<file path="src/rtl/i2c_write_scheduler_pkg.sv">
// Shared types and constants for the I2C write scheduler: FSM encodings,
// the 3-byte write command and the saturating error-counter helper.
package i2c_sched_pkg;

  localparam int I2C_BYTE_W = 8;

  typedef logic [I2C_BYTE_W-1:0] byte_t;

  // Plain encodings keep the state register readable in legacy netlists and waveforms.
  typedef logic [2:0] state_t;
  localparam state_t S_BOOT     = 3'd0;
  localparam state_t S_IDLE     = 3'd1;
  localparam state_t S_LAUNCH   = 3'd2;
  localparam state_t S_WAIT_END = 3'd3;
  localparam state_t S_RETRY    = 3'd4;
  localparam state_t S_DONE     = 3'd5;
  localparam state_t S_FAIL     = 3'd6;

  localparam byte_t ERR_CNT_MAX = 8'hFF;

  typedef struct packed {
    byte_t slave;
    byte_t ptr;
    byte_t data;
  } wr_cmd_t;

  function automatic byte_t sat_inc(input byte_t v);
    return (v == ERR_CNT_MAX) ? v : v + 8'd1;
  endfunction

endpackage

</file>
<file path="src/rtl/i2c_write_scheduler_if.sv">
// Handshake and data bus between the scheduler (master) and the shared
// 3-byte I2C write engine (slave).
interface i2c_eng_if;
  import i2c_sched_pkg::*;

  logic  I2C_GO;
  byte_t I2C_SLAVE_ADDRESS;
  byte_t I2C_POINTER;
  byte_t I2C_WDATA8;
  logic  I2C_END_OK;
  logic  I2C_ACK_OK;

  modport master (
    output I2C_GO,
    output I2C_SLAVE_ADDRESS,
    output I2C_POINTER,
    output I2C_WDATA8,
    input  I2C_END_OK,
    input  I2C_ACK_OK
  );

  modport slave (
    input  I2C_GO,
    input  I2C_SLAVE_ADDRESS,
    input  I2C_POINTER,
    input  I2C_WDATA8,
    output I2C_END_OK,
    output I2C_ACK_OK
  );

endinterface

</file>
<file path="src/rtl/i2c_write_scheduler_rr_arbiter.sv">
// Combinational round-robin arbiter: picks the first valid requester at or
// after ptr_i, wrapping to index 0.
module rr_arbiter #(
  parameter  int NREQ  = 2,
  localparam int IDX_W = (NREQ > 1) ? $clog2(NREQ) : 1
) (
  input  logic [NREQ-1:0]  valid_i,
  input  logic [IDX_W-1:0] ptr_i,
  output logic             any_o,
  output logic [NREQ-1:0]  grant_o,
  output logic [IDX_W-1:0] idx_o
);

  // First pass covers [ptr_i, NREQ-1]; the second pass only fires when nothing
  // there is valid, so it naturally picks the lowest index below ptr_i.
  always_comb begin
    // NOTE: every output gets a default before the search so no path leaves
    // a value unassigned, which would infer a latch.
    any_o   = 1'b0;
    grant_o = '0;
    idx_o   = '0;
    for (int j = 0; j < NREQ; j++) begin
      if (!any_o && valid_i[j] && (IDX_W'(j) >= ptr_i)) begin
        any_o      = 1'b1;
        grant_o[j] = 1'b1;
        idx_o      = IDX_W'(j);
      end
    end
    for (int j = 0; j < NREQ; j++) begin
      if (!any_o && valid_i[j]) begin
        any_o      = 1'b1;
        grant_o[j] = 1'b1;
        idx_o      = IDX_W'(j);
      end
    end
  end

endmodule

</file>
<file path="src/rtl/i2c_write_scheduler.sv">
// Arbitrates NREQ requesters onto one I2C 3-byte write engine, sequences the
// GO/END_OK handshake, retries NACKed writes and aborts stalled phases.
module i2c_write_scheduler
  import i2c_sched_pkg::*;
#(
  parameter int NREQ      = 2,
  parameter int BOOT_DLY  = 64,
  parameter int MAX_RETRY = 3,
  parameter int TIMEOUT   = 2047,
  parameter int GAP       = 8
) (
  input  logic                       CLK,
  input  logic                       RESET_N,
  input  logic [NREQ-1:0]            REQ_VALID,
  input  logic [I2C_BYTE_W*NREQ-1:0] REQ_SLAVE,
  input  logic [I2C_BYTE_W*NREQ-1:0] REQ_PTR,
  input  logic [I2C_BYTE_W*NREQ-1:0] REQ_DATA,
  output logic [NREQ-1:0]            REQ_READY,
  output logic [NREQ-1:0]            DONE,
  output logic                       DONE_ERR,
  i2c_eng_if.master                  eng,
  output logic                       BUSY,
  output byte_t                      ERR_CNT
);

  localparam int IDX_W   = (NREQ > 1) ? $clog2(NREQ) : 1;
  localparam int CNT_MAX = (TIMEOUT > BOOT_DLY) ? ((TIMEOUT > GAP) ? TIMEOUT : GAP)
                                                : ((BOOT_DLY > GAP) ? BOOT_DLY : GAP);
  localparam int CNT_W   = $clog2(CNT_MAX + 1);
  localparam int RTY_W   = (MAX_RETRY > 0) ? $clog2(MAX_RETRY + 1) : 1;

  state_t           state_q, state_d;
  logic [CNT_W-1:0] cnt_q, cnt_d;
  logic [RTY_W-1:0] retry_q, retry_d;
  logic [IDX_W-1:0] rr_q, rr_d;
  logic [NREQ-1:0]  gnt_q, gnt_d;
  logic [NREQ-1:0]  ready_q, ready_d;
  wr_cmd_t          cmd_q, cmd_d;
  logic             go_q, go_d;
  logic             ack_q;
  byte_t            err_cnt_q, err_cnt_d;

  logic             arb_any;
  logic [NREQ-1:0]  arb_gnt;
  logic [IDX_W-1:0] arb_idx;
  wr_cmd_t          arb_cmd;
  logic             phase_timeout;

  rr_arbiter #(.NREQ(NREQ)) u_arb (
    .valid_i (REQ_VALID),
    .ptr_i   (rr_q),
    .any_o   (arb_any),
    .grant_o (arb_gnt),
    .idx_o   (arb_idx)
  );

  // One-hot grant makes the field mux a plain AND-OR.
  always_comb begin
    arb_cmd = '0;
    for (int i = 0; i < NREQ; i++) begin
      if (arb_gnt[i]) begin
        arb_cmd.slave = arb_cmd.slave | REQ_SLAVE[i*I2C_BYTE_W +: I2C_BYTE_W];
        arb_cmd.ptr   = arb_cmd.ptr   | REQ_PTR[i*I2C_BYTE_W +: I2C_BYTE_W];
        arb_cmd.data  = arb_cmd.data  | REQ_DATA[i*I2C_BYTE_W +: I2C_BYTE_W];
      end
    end
  end

  assign phase_timeout = (cnt_q == CNT_W'(TIMEOUT));

  // The engine starts a write whenever it is idle and sees GO low, so GO is
  // only ever driven low for the launch phase.
  always_comb begin
    state_d   = state_q;
    cnt_d     = cnt_q + 1'b1;
    retry_d   = retry_q;
    rr_d      = rr_q;
    gnt_d     = gnt_q;
    cmd_d     = cmd_q;
    go_d      = 1'b1;
    ready_d   = '0;
    err_cnt_d = err_cnt_q;

    case (state_q)
      S_BOOT: begin
        if (cnt_q == CNT_W'(BOOT_DLY - 1)) state_d = S_IDLE;
      end
      S_IDLE: begin
        cnt_d = '0;
        if (arb_any) begin
          gnt_d   = arb_gnt;
          cmd_d   = arb_cmd;
          ready_d = arb_gnt;
          retry_d = '0;
          rr_d    = (arb_idx == IDX_W'(NREQ - 1)) ? '0 : arb_idx + 1'b1;
          go_d    = 1'b0;
          state_d = S_LAUNCH;
        end
      end
      S_LAUNCH: begin
        if (!eng.I2C_END_OK)  state_d = S_WAIT_END;
        else if (phase_timeout) state_d = S_FAIL;
        else                  go_d    = 1'b0;
      end
      S_WAIT_END: begin
        // ack_q holds the final-byte ACK sampled the cycle before END_OK rose.
        if (eng.I2C_END_OK)     state_d = ack_q ? S_DONE : S_RETRY;
        else if (phase_timeout) state_d = S_RETRY;
      end
      S_RETRY: begin
        if (retry_q == RTY_W'(MAX_RETRY)) begin
          state_d = S_FAIL;
        end else if (cnt_q == CNT_W'(GAP - 1)) begin
          retry_d = retry_q + 1'b1;
          go_d    = 1'b0;
          state_d = S_LAUNCH;
        end
      end
      S_DONE: begin
        state_d = S_IDLE;
      end
      S_FAIL: begin
        err_cnt_d = sat_inc(err_cnt_q);
        state_d   = S_IDLE;
      end
      default: begin
        state_d = S_IDLE;
      end
    endcase

    if (state_d != state_q) cnt_d = '0;
  end

  always_ff @(posedge CLK or negedge RESET_N) begin
    if (!RESET_N) begin
      state_q   <= S_BOOT;
      cnt_q     <= '0;
      retry_q   <= '0;
      rr_q      <= '0;
      gnt_q     <= '0;
      ready_q   <= '0;
      cmd_q     <= '0;
      go_q      <= 1'b1;
      ack_q     <= 1'b0;
      err_cnt_q <= '0;
    end else begin
      // NOTE: non-blocking assignments so every register samples the values
      // from before this edge, regardless of statement order.
      state_q   <= state_d;
      cnt_q     <= cnt_d;
      retry_q   <= retry_d;
      rr_q      <= rr_d;
      gnt_q     <= gnt_d;
      ready_q   <= ready_d;
      cmd_q     <= cmd_d;
      go_q      <= go_d;
      ack_q     <= eng.I2C_ACK_OK;
      err_cnt_q <= err_cnt_d;
    end
  end

  assign REQ_READY             = ready_q;
  assign DONE                  = ((state_q == S_DONE) || (state_q == S_FAIL)) ? gnt_q : '0;
  assign DONE_ERR              = (state_q == S_FAIL);
  assign BUSY                  = (state_q != S_IDLE);
  assign ERR_CNT               = err_cnt_q;
  assign eng.I2C_GO            = go_q;
  assign eng.I2C_SLAVE_ADDRESS = cmd_q.slave;
  assign eng.I2C_POINTER       = cmd_q.ptr;
  assign eng.I2C_WDATA8        = cmd_q.data;

endmodule
</file>
<file path="src/flat_wrapper.sv">
// flat-port wrapper written by rule: the top's interface ports become plain ports
module i2c_write_scheduler_flat import i2c_sched_pkg::*;
#(
  parameter int NREQ      = 2,
  parameter int BOOT_DLY  = 64,
  parameter int MAX_RETRY = 3,
  parameter int TIMEOUT   = 2047,
  parameter int GAP       = 8
)
  (CLK, RESET_N, REQ_VALID, REQ_SLAVE, REQ_PTR, REQ_DATA, REQ_READY, DONE, DONE_ERR, BUSY, ERR_CNT, eng_I2C_GO, eng_I2C_SLAVE_ADDRESS, eng_I2C_POINTER, eng_I2C_WDATA8, eng_I2C_END_OK, eng_I2C_ACK_OK);
  i2c_eng_if eng_i ();
  input  logic CLK;
  input  logic RESET_N;
  input  logic [NREQ-1:0] REQ_VALID;
  input  logic [I2C_BYTE_W*NREQ-1:0] REQ_SLAVE;
  input  logic [I2C_BYTE_W*NREQ-1:0] REQ_PTR;
  input  logic [I2C_BYTE_W*NREQ-1:0] REQ_DATA;
  output logic [NREQ-1:0] REQ_READY;
  output logic [NREQ-1:0] DONE;
  output logic DONE_ERR;
  output logic BUSY;
  output byte_t ERR_CNT;
  output wire logic [$bits(eng_i.I2C_GO)-1:0] eng_I2C_GO;
  output wire logic [$bits(eng_i.I2C_SLAVE_ADDRESS)-1:0] eng_I2C_SLAVE_ADDRESS;
  output wire logic [$bits(eng_i.I2C_POINTER)-1:0] eng_I2C_POINTER;
  output wire logic [$bits(eng_i.I2C_WDATA8)-1:0] eng_I2C_WDATA8;
  input wire logic [$bits(eng_i.I2C_END_OK)-1:0] eng_I2C_END_OK;
  input wire logic [$bits(eng_i.I2C_ACK_OK)-1:0] eng_I2C_ACK_OK;
  assign eng_I2C_GO = eng_i.I2C_GO;
  assign eng_I2C_SLAVE_ADDRESS = eng_i.I2C_SLAVE_ADDRESS;
  assign eng_I2C_POINTER = eng_i.I2C_POINTER;
  assign eng_I2C_WDATA8 = eng_i.I2C_WDATA8;
  assign eng_i.I2C_END_OK = eng_I2C_END_OK;
  assign eng_i.I2C_ACK_OK = eng_I2C_ACK_OK;
  i2c_write_scheduler #(.NREQ(NREQ), .BOOT_DLY(BOOT_DLY), .MAX_RETRY(MAX_RETRY), .TIMEOUT(TIMEOUT), .GAP(GAP)) u_core (.CLK(CLK), .RESET_N(RESET_N), .REQ_VALID(REQ_VALID), .REQ_SLAVE(REQ_SLAVE), .REQ_PTR(REQ_PTR), .REQ_DATA(REQ_DATA), .REQ_READY(REQ_READY), .DONE(DONE), .DONE_ERR(DONE_ERR), .eng(eng_i), .BUSY(BUSY), .ERR_CNT(ERR_CNT));
endmodule
</file>
<file path="config.mk">
export PLATFORM = sky130hd
export DESIGN_NAME = i2c_write_scheduler_flat
export DESIGN_NICKNAME = d
export VERILOG_FILES = /design/src/rtl/i2c_write_scheduler_pkg.sv /design/src/rtl/i2c_write_scheduler_if.sv /design/src/rtl/i2c_write_scheduler_rr_arbiter.sv /design/src/rtl/i2c_write_scheduler.sv /design/src/flat_wrapper.sv
export SDC_FILE = /design/constraint.sdc
export NUM_CORES = 1
export LEC_CHECK = 0
export CAP_MARGIN = 10
export CORE_MARGIN = 2
export CORE_UTILIZATION = 45
export CTS_CLUSTER_DIAMETER = 40
export CTS_CLUSTER_SIZE = 40
export DETAILED_ROUTE_END_ITERATION = 16
export HOLD_SLACK_MARGIN = 0.12
export PLACE_DENSITY = 0.8
export SYNTH_ARGS = -nofsm -noshare
export SYNTH_HDL_FRONTEND = slang
export SYNTH_SLANG_ARGS = --single-unit
</file>
<file path="constraint.sdc">
create_clock -name CLK -period 2.2 [get_ports CLK]
set_clock_uncertainty 0.1 [all_clocks]
set_input_delay 0.66 -clock CLK [delete_from_list [all_inputs] [get_ports CLK]]
set_output_delay 0.66 -clock CLK [all_outputs]
set_load 0.02 [all_outputs]
</file>
==> metrics.md <==
| Metric | Value |
|---|---|
| Fmax | 471 MHz |
| Initial DRC count | 287 |
| Final Max Slew Viols | 0 |
| Via count | 2470 |
| Max-cap check violation count | 0 |
| Slew @ Worst Pin | 549 ps |
| CTS tree | yes |
| Hold Path Depth | 1 |
| Largest net degree at the start of global routing | 27 |
| Finished Cell Area | 0.00394 mm² |
| Core box area | 0.00554 mm² |
| Slew HR | 0.632 |
| Fin nets | 422 |
| Share of the synthesized area in the top cell type | 0.521 |
| Clock Pin Slew Worst Setup and Hold Paths | 100 ps |
| Worst path arrival time | 1360 ps |
| Area post-placement | 0.00378 mm² |
| Chip Height | 79.9 µm |
| EDFF count, synth | 0 |
| IO buf count | 92 |
| Clk Tree Root Cell | clkbuf_8 |
| WL final | 7330 µm |
| Pwr dens | 1140 mW/mm² |
| Routed wire per std cell | 16.7 µm |
| Crit. End Element | primary output |
| Final setup fails | 0 |
| Initial antenna violation count | 0 |
| Leakage | 1.89 nW |
| Cts bufs inserted | 5 |
| Synth top cells by count | dfrtp_1, inv_1, a222oi_1 |
| Worst VDD drop | 0.665 mV |
| # DRC | 0 |
| First-pass GRT wire length | 11900 µm |
| Critical path type | flop to primary output |
| Worst-path maximum fanout | 7 |
| Inst Count DP | 424 |
| Yosys reg bits | 55 |
| All-Layer GR Usage | 0.237 |
| Status | completed |
| Ys flop type | dfrtp_1 |
| Hold Fails Final Rpt | 0 |
| Grt total ovfl | 0 |
| Drt pass-1 iters | 12 |
| Area leader, netlist | dfrtp_1 |
| Worst min-delay path category | flop to flop |
| I/O pin total | 93 |
| Kind of start point of the critical path | flop |
| Sequential area share after synthesis | 0.531 |
| CTS Sinks | 55 |
| Tot Pwr | 0.00451 W |
| Layout cells sized above 1 | 0.145 |
| Vias in the first global route | 2521 |
| Period utilization | 0.966 |
| CP required | 1440 ps |
| Post-Syn Instances | 247 |
| Synth Net Count | 304 |
| Detailed placement HPWL | 5340 µm |
| Register-to-Register Path Depth | 7 |
| Most numerous cell in the Yosys netlist | dfrtp_1 |
| Ant diodes | 0 |
| Syn_area_per_cell | 10.5 µm² |
| Antenna-violating nets left | 0 |
| Finished Layout Cells | 438 |
| Final Util | 0.711 |
| Die X | 79.9 µm |
| Mapped Area | 0.00259 mm² |
| Via/cell ratio | 5.64 |
| Row count | 27 |
| Synth async-reset ratio | 1.00 |
| Fin crit period | 2120 ps |
| Global placement routability congestion | 0.893 |
| Clock Tree Buf Depth | 2 |
| Largest cells by area after synthesis | dfrtp_1, a222oi_1, inv_1 |
| Die ar. | 0.00639 mm² |
| Worst-skew pair later-pin latency | 300 ps |
| Layout overhead on the synthesized area | 51.9% |
| Total number of yosys warnings | 0 |
| H-Tree Depth | 2 |
| Post-synth cell types | 44 |
| Starting Density | 0.468 |
[routing by layer]
metal	GRT usage	share of wire
met5	0	0
met1	0.286	0.39
met4	0.0932	0.029
met3	0.0430	0.074
met2	0.417	0.51
[critical path, cell delays in order (launching register included)]
cell and delay [ps]:
dfrtp_1 410, buf_6 140, inv_1 60, nor3_2 180, inv_1 120, buf_6 150
[placed cells by master, fill, tap and decap left out, types with 2 or more instances in the layout]
| cell | Yosys | layout |
|---|---|---|
| clkdlybuf4s50_1 | 0 | 83 |
| dfrtp_1 | 54 | 54 |
| inv_1 | 37 | 37 |
| a222oi_1 | 25 | 25 |
| buf_4 | 0 | 24 |
| nor2_1 | 24 | 23 |
| o21ai_0 | 10 | 9 |
| xnor2_1 | 9 | 9 |
| nand3_1 | 8 | 8 |
| xor2_1 | 7 | 7 |
| clkbuf_8 | 0 | 6 |
| nand2_1 | 6 | 5 |
| and3_1 | 5 | 5 |
| nor2b_1 | 4 | 4 |
| a21oi_1 | 4 | 4 |
| buf_12 | 0 | 4 |
| nor3_1 | 3 | 3 |
| nand4_1 | 3 | 3 |
| nor4_1 | 3 | 3 |
| buf_2 | 3 | 3 |
| dlymetal6s2s_1 | 0 | 3 |
| o211ai_1 | 2 | 2 |
| a22o_1 | 2 | 2 |
| a22oi_1 | 2 | 2 |
| nand3b_1 | 2 | 2 |
| nand4b_1 | 2 | 2 |
| a21o_1 | 2 | 2 |
| ha_1 | 3 | 2 |
| buf_6 | 1 | 2 |
[registers in the layout, summed over array words and instances (netlist names), 2 cells and up]
signal,cells
u_core.state_q,3
u_core.ERR_CNT,8
u_core.retry_q,2
u_core.cnt_q,11
u_core.eng.I2C_POINTER,8
u_core.REQ_READY,2
u_core.gnt_q,2
u_core.eng.I2C_SLAVE_ADDRESS,8
u_core.eng.I2C_WDATA8,8
[final timing paths]
kind	start	endpoint	slack (ps)
worst max-delay path	u_core.state_q[0]$_DFF_PN0_	BUSY	80
worst min-delay path	u_core.gnt_q[0]$_DFFE_PN0P_	u_core.gnt_q[0]$_DFFE_PN0P_	390
min in group asynchronous	RESET_N	u_core.eng.I2C_SLAVE_ADDRESS[6]$_DFFE_PN0P_	630
worst max register to register	u_core.cnt_q[0]$_DFF_PN0_	u_core.cnt_q[4]$_DFF_PN0_	130
max in group asynchronous	RESET_N	u_core.cnt_q[3]$_DFF_PN0_	810
worst min register to register	u_core.gnt_q[0]$_DFFE_PN0P_	u_core.gnt_q[0]$_DFFE_PN0P_	390
[layout make-up]
| cell class | instances | area (µm²) |
|---|---|---|
| Sequential cell | 55 | 1380 |
| Fill cell | 427 | 1600 |
| Tap cell | 72 | 90.1 |
| Multi-Input combinational cell | 144 | 1050 |
| Inverter | 37 | 139 |
| Clock buffer | 7 | 86.3 |
| Clock inverter | 1 | 8.76 |
| Timing Repair Buffer | 122 | 1190 |
[through the flow]
stage / hold WS, ps / setup WS (ps) / TNS, ps
after floorplan: 264 / 259 / 0
after global placement: 358 / -144 / -2030
after detailed placement: 371 / -210 / -3540
after CTS: 393 / 7.04 / 0
after global routing: 422 / -15.2 / -21.8
final: 391 / 75.4 / 0
[power breakdown]
part	switching, W	internal, W	total (W)	leakage [nW]
combinational	0.00117	0.00116	0.00233	1.13
sequential	0.000244	0.00135	0.00160	0.709
clock	0.000323	0.000259	0.000582	0.0484
total	0.00173	0.00277	0.00451	1.89
[what timing repair did]
item / 4_1_cts / 5_1_grt
hold endpoints to repair: 8 / 0
hold buffers: 1 / 0
setup buffers: 0 / 5
resized for setup: 13 / 15
gates cloned: 0 / 0
pin swaps: 0 / 1
setup endpoints to repair: 5 / 18
[kinds of logic after synthesis]
logic type               count (synthesis)  share of synthesized area
AND/OR/NAND/NOR                         66                      0.137
AO/OA/AOI/OAI                           58                      0.185
flip-flops                              55                      0.531
buffers and inverters                   48                     0.0738
XOR/XNOR                                16                     0.0540
adder cells (fa/ha/maj)                  3                     0.0145
multiplexers                             1                    0.00434
No activity file was read; power rests on OpenSTA's default activity.
